## src/rtl/aidan_mcnay_div_arbiter_pkg.sv

```systemverilog
// Shared types for the two-requester divider arbiter.
package aidan_mcnay_div_arbiter_pkg;

  localparam int NREQ = 2;

  typedef enum logic [1:0] {
    IDLE  = 2'd0,
    ISSUE = 2'd1,
    WAIT  = 2'd2,
    RESP  = 2'd3
  } arb_state_e;

endpackage

```

## src/rtl/aidan_mcnay_rr_arb2.sv

```systemverilog
// Two-way round-robin grant: combinational grant, registered priority pointer.
// The pointer moves to the requester that was not just served when adv_i is strobed.
module aidan_mcnay_rr_arb2 (
  input  logic       clk_i,
  input  logic       reset_i,
  input  logic [1:0] val_i,
  input  logic       adv_i,
  input  logic       last_i,
  output logic       gnt_vld_o,
  output logic       gnt_idx_o
);

  logic ptr_q, ptr_d;

  always_comb begin
    ptr_d = ptr_q;
    if (adv_i) ptr_d = ~last_i;
  end

  always_ff @(posedge clk_i) begin
    if (!reset_i) ptr_q <= 1'b0;
    else          ptr_q <= ptr_d;
  end

  assign gnt_vld_o = |val_i;
  assign gnt_idx_o = (val_i == 2'b11) ? ptr_q : val_i[1];

endmodule

```

## src/rtl/aidan_mcnay_div_arbiter.sv

```systemverilog
// Shares one iterative divider between two val/rdy requesters, one transaction in flight.
// Operands are latched at grant, so requesters may change them freely once accepted.
module aidan_mcnay_div_arbiter
  import aidan_mcnay_div_arbiter_pkg::*;
#(
  parameter int nbits = 32
) (
  input  logic             clk,
  input  logic             reset,
  input  logic [nbits-1:0] req0_opa,
  input  logic [nbits-1:0] req0_opb,
  input  logic             req0_istream_val,
  output logic             req0_istream_rdy,
  output logic [nbits-1:0] req0_result,
  output logic             req0_ostream_val,
  input  logic             req0_ostream_rdy,
  input  logic [nbits-1:0] req1_opa,
  input  logic [nbits-1:0] req1_opb,
  input  logic             req1_istream_val,
  output logic             req1_istream_rdy,
  output logic [nbits-1:0] req1_result,
  output logic             req1_ostream_val,
  input  logic             req1_ostream_rdy,
  output logic [nbits-1:0] div_opa,
  output logic [nbits-1:0] div_opb,
  output logic             div_istream_val,
  input  logic             div_istream_rdy,
  input  logic [nbits-1:0] div_result,
  input  logic             div_ostream_val,
  output logic             div_ostream_rdy
);

  arb_state_e       state_q, state_d;
  logic             owner_q, owner_d;
  logic [nbits-1:0] opa_q, opa_d;
  logic [nbits-1:0] opb_q, opb_d;
  logic [nbits-1:0] result_q, result_d;

  logic [NREQ-1:0]  istream_rdy;
  logic [NREQ-1:0]  ostream_val;
  logic [NREQ-1:0]  ostream_rdy;
  logic             gnt_vld, gnt_idx, adv;

  assign ostream_rdy = {req1_ostream_rdy, req0_ostream_rdy};

  aidan_mcnay_rr_arb2 u_rr (
    .clk_i     (clk),
    .reset_i   (reset),
    .val_i     ({req1_istream_val, req0_istream_val}),
    .adv_i     (adv),
    .last_i    (owner_q),
    .gnt_vld_o (gnt_vld),
    .gnt_idx_o (gnt_idx)
  );

  always_comb begin
    state_d         = state_q;
    owner_d         = owner_q;
    opa_d           = opa_q;
    opb_d           = opb_q;
    result_d        = result_q;
    istream_rdy     = '0;
    ostream_val     = '0;
    div_istream_val = 1'b0;
    div_ostream_rdy = 1'b0;
    adv             = 1'b0;
    case (state_q)
      IDLE: begin
        // Gated by reset so no requester sees an accept while reset is held.
        if (reset && gnt_vld) begin
          istream_rdy[gnt_idx] = 1'b1;
          owner_d              = gnt_idx;
          opa_d                = gnt_idx ? req1_opa : req0_opa;
          opb_d                = gnt_idx ? req1_opb : req0_opb;
          state_d              = ISSUE;
        end
      end
      ISSUE: begin
        div_istream_val = 1'b1;
        if (div_istream_rdy) state_d = WAIT;
      end
      WAIT: begin
        div_ostream_rdy = 1'b1;
        if (div_ostream_val) begin
          result_d = div_result;
          state_d  = RESP;
        end
      end
      RESP: begin
        ostream_val[owner_q] = 1'b1;
        if (ostream_rdy[owner_q]) begin
          adv     = 1'b1;
          state_d = IDLE;
        end
      end
      default: state_d = IDLE;
    endcase
  end

  always_ff @(posedge clk) begin
    if (!reset) begin
      state_q  <= IDLE;
      owner_q  <= 1'b0;
      opa_q    <= '0;
      opb_q    <= '0;
      result_q <= '0;
    end else begin
      state_q  <= state_d;
      owner_q  <= owner_d;
      opa_q    <= opa_d;
      opb_q    <= opb_d;
      result_q <= result_d;
    end
  end

  assign req0_istream_rdy = istream_rdy[0];
  assign req1_istream_rdy = istream_rdy[1];
  assign req0_ostream_val = ostream_val[0];
  assign req1_ostream_val = ostream_val[1];
  assign req0_result      = result_q;
  assign req1_result      = result_q;
  assign div_opa          = opa_q;
  assign div_opb          = opb_q;

endmodule

```

## config.mk

```make
export PLATFORM = sky130hd
export DESIGN_NAME = aidan_mcnay_div_arbiter
export DESIGN_NICKNAME = d
export VERILOG_FILES = /design/src/rtl/aidan_mcnay_div_arbiter_pkg.sv /design/src/rtl/aidan_mcnay_rr_arb2.sv /design/src/rtl/aidan_mcnay_div_arbiter.sv
export SDC_FILE = /design/constraint.sdc
export NUM_CORES = 1
export LEC_CHECK = 0
export CAP_MARGIN = 10
export CORE_MARGIN = 4
export CORE_UTILIZATION = 39
export CTS_CLUSTER_DIAMETER = 200
export DETAILED_ROUTE_END_ITERATION = 8
export PLACE_DENSITY = 0.86
export SYNTH_ARGS = -nofsm -noshare
export SYNTH_HDL_FRONTEND = slang
export SYNTH_SLANG_ARGS = --single-unit
```

## constraint.sdc

```tcl
create_clock -name clk -period 2.7 [get_ports clk]
set_clock_uncertainty 0.15 [all_clocks]
set_input_delay 0.54 -clock clk [delete_from_list [all_inputs] [get_ports clk]]
set_output_delay 0.54 -clock clk [all_outputs]
set_load 0.05 [all_outputs]
```

==> metrics.md <==
| Metric | Value |
|---|---|
| Antenna cells | 0 |
| Via count | roughly 4.4k |
| Max Buffers Root-to-Sink | 2 |
| Starting Density | about two fifths |
| Outcome | finished, final reports clean |
| Number of fillers in the final layout | 892 |
| Root Driver | clkbuf_16 |
| H-Tree Level Count | 3 |
| Synthesized area | about 4700 um2 |
| Area Overhead vs Synth | 67.8% |
| CP required | roughly 2 ns |
| Worst ir drop on vdd | between 0.0004 and 0.0005 V |
| Synth warn | 0 |
| CTS Buf Count | 9 |
| Tot Pwr | 6.41 mW |
| Crit path launch type | register |
| Slew headroom | between 50% and 60% |
| Die Y | 117 um |
| Initial DRC Count | 221 |
| Clk Latency, worst-skew pair | between 0.3 and 0.4 ns |
| ANT nets after route | 0 |
| Final setup TNS | 0 ns |
| First-pass GRT wire length | about 22,000 um |
| Sequential-to-total area share from yosys stat | roughly 43% |
| Antenna violations before repair | 0 |
| Mux cell area share after synthesis | between 10% and 20% |
| Worst-margin pin slew | around 0.63 ns |
| Total grt overflow | 0 |
| WL/cell | between 15 and 20 um |
| Final wirelength | 15,000 um |
| Core ar. | roughly 12,000 um2 |
| Crit path DAT | around 1.9 ns |
| Tot GR Track Use | around a fifth |
| Boundary Pins | 302 |
| Final nets | roughly 920 |
| Synth Area in Simple Gates | between 10% and 20% |
| Die Wd | ~120 um |
| Die ar. | between 10,000 and 15,000 um2 |
| DRT Pass-1 Iters | 6 |
| Avg Inst Size Synth | ~9.4 um2 |
| Register area | 2000 um2 |
| Post-Synth XOR/XNOR Area | 0% |
| Remaining DRCs | 0 |
| CTS tree | done |
| Crit. End Element | output port |
| Area of the multi-input gates | between 2000 and 2500 um2 |
| Syn nets | roughly 670 |
| Largest net degree at the start of global routing | ~130 |
| Hold Path Class | register to register |
| # rows | 39 |
| Dpl hpwl | between 10,000 and 15,000 um |
| Vias in the first global route | between 4k and 5k |
| Min cycle time layout | approximately 2.6 ns |
| FMAX | just under 400 MHz |
| PwrDens | between 800 and 900 nW/um2 |
| Final Max Slew Viols | 0 |
| Flops & latches, synth | 100 |
| Hold buffers post-CTS | 0 |
| Gate Count Post-Synth | roughly 500 |
| MaxCap Viol Count | 0 |
| Largest fanout on the critical path | 5 |
| Largest family of logic cells by synthesized area | compound AO/OA/AOI/OAI gates |
| RD Place Congestion | just over 0.8 |
| Post-Synth Adder-Cell Area | ~1.3% |
| # port buffers | between 300 and 400 |
| RSZ-0062 raised after global routing | false |
| Library cells used by synthesis | 24 |
| Vias per std cell | between 4 and 5 |
| Hold Vio Cnt, Final | 0 |
| Final worst-path cycle share | between 90 and 100% |
| Post-synthesis compound-gate area fraction | a little under a fifth |
| Static leakage | between 3 and 4 nW |
| Clk sinks | 100 |
| Setup Crit Path Kind | register to output port |
| Reg clk slew, reported paths | about 0.06 ns |
| Layout cells sized above 1 | under 10% |
| Final setup fails | 0 |
[metrics by stage]
| stage | hold WS, ns | std cells | utilization (%) | area [um2] | setup slack (ns) |
|---|---|---|---|---|---|
| final | 0.322 | 892 | 67.5 | 7810 | 0.106 |
| after CTS | 0.327 | 892 | 67.5 | 7800 | 0.0135 |
| after global placement | 0.305 | 878 | 65.0 | 7510 | 0.157 |
| after global routing | 0.346 | 892 | 67.5 | 7810 | 0.0124 |
| after floorplan | 0.321 | 496 | - | 4650 | 0.390 |
| after detailed placement | 0.320 | 878 | 65.0 | 7510 | 0.129 |
[cell families after synthesis]
family                   after synthesis
adder cells (fa/ha/maj)                5
AND/OR/NAND/NOR                      143
buffers and inverters                 77
AO/OA/AOI/OAI                        104
multiplexers                          67
flip-flops                           100
[power by group]
group	internal, mW	switching, mW
combinational	1.17	2.02
sequential	1.76	0.174
clock	0.758	0.519
[critical path, stage by stage (launching register included)]
cell and delay [ns]:
dfxtp_1 0.34, inv_1 0.12, ha_1 0.26, clkdlybuf4s50_1 0.85
[layout by cell type, fill, tap and decap left out, types with 2 or more instances in the layout]
cell	synthesis	final
clkdlybuf4s50_1	0	297
dfxtp_1	100	100
nand2_1	69	69
nor2_1	67	67
mux2i_1	67	67
a211oi_2	38	38
a21oi_1	34	34
a211oi_1	26	26
clkbuf_16	0	9
buf_4	36	6
inv_1	5	5
ha_1	5	5
and2_1	4	4
buf_12	0	4
clkinv_2	0	2
clkbuf_8	0	2
dlymetal6s2s_1	0	2
[synthesized netlist by cell type]
master | instances | share of area, %
buf_2 | 12 | 1.3
buf_6 | 5 | 1.2
buf_1 | 1 | 0.081
o21ai_2 | 2 | 0.38
nand2_1 | 69 | 5.6
mux2i_1 | 67 | 14
nor2_1 | 67 | 5.4
inv_1 | 5 | 0.40
dfxtp_1 | 100 | 43
and2_1 | 4 | 0.54
a221o_1 | 1 | 0.22
inv_2 | 2 | 0.16
nor2_2 | 1 | 0.13
clkbuf_1 | 16 | 1.3
ha_1 | 5 | 1.3
or2_2 | 1 | 0.13
o21ai_0 | 1 | 0.11
a211oi_2 | 38 | 10
o22ai_1 | 1 | 0.13
buf_4 | 36 | 5.8
o21a_1 | 1 | 0.16
a211oi_1 | 26 | 4.2
a21oi_1 | 34 | 3.7
nor2b_1 | 1 | 0.13
[what timing repair did]
item | 4_1_cts | 5_1_grt
buffers inserted | 0 | 0
endpoints found under the setup margin | 0 | 2
resized for setup | 0 | 2
[per-layer routing]
layer	global-route usage [%]	share of wire, %	vias up	routed length (um)
li1	-	-	2172	-
met1	21.6	37	1993	5490
met2	36.9	52	177	7880
met3	5.50	8.4	30	1260
met4	8.56	2.7	0	401
met5	0	0	-	0
[final timing paths]
| kind | startpoint | to | slack, ns | cells after the start |
|---|---|---|---|---|
| setup / recovery | state_q[0] | div_ostream_rdy | 0.11 | 3 |
| hold / removal | req0_result[1] | req0_result[1] | 0.32 | 2 |
| setup reg to reg | state_q[0] | div_opa[22] | 0.71 | 7 |
| hold reg to reg | req0_result[1] | req0_result[1] | 0.32 | 2 |
[cell type report]
class,instances,area share (%)
inverter,7,0.352
sequential,100,25.6
multi-input combinational,319,28.0
timing repair buffer,309,40.0
clock buffer,12,3.28
clock inverter,2,0.449
tap,143,2.29
[flip-flops by register name, indices dropped and copies added (netlist names)]
| name | cells |
|---|---|
| owner_q | 1 |
| div_opa | 32 |
| req0_result | 32 |
| state_q | 2 |
| div_opb | 32 |
| u_rr.ptr_q | 1 |
Power figures use the tool's default switching activity.
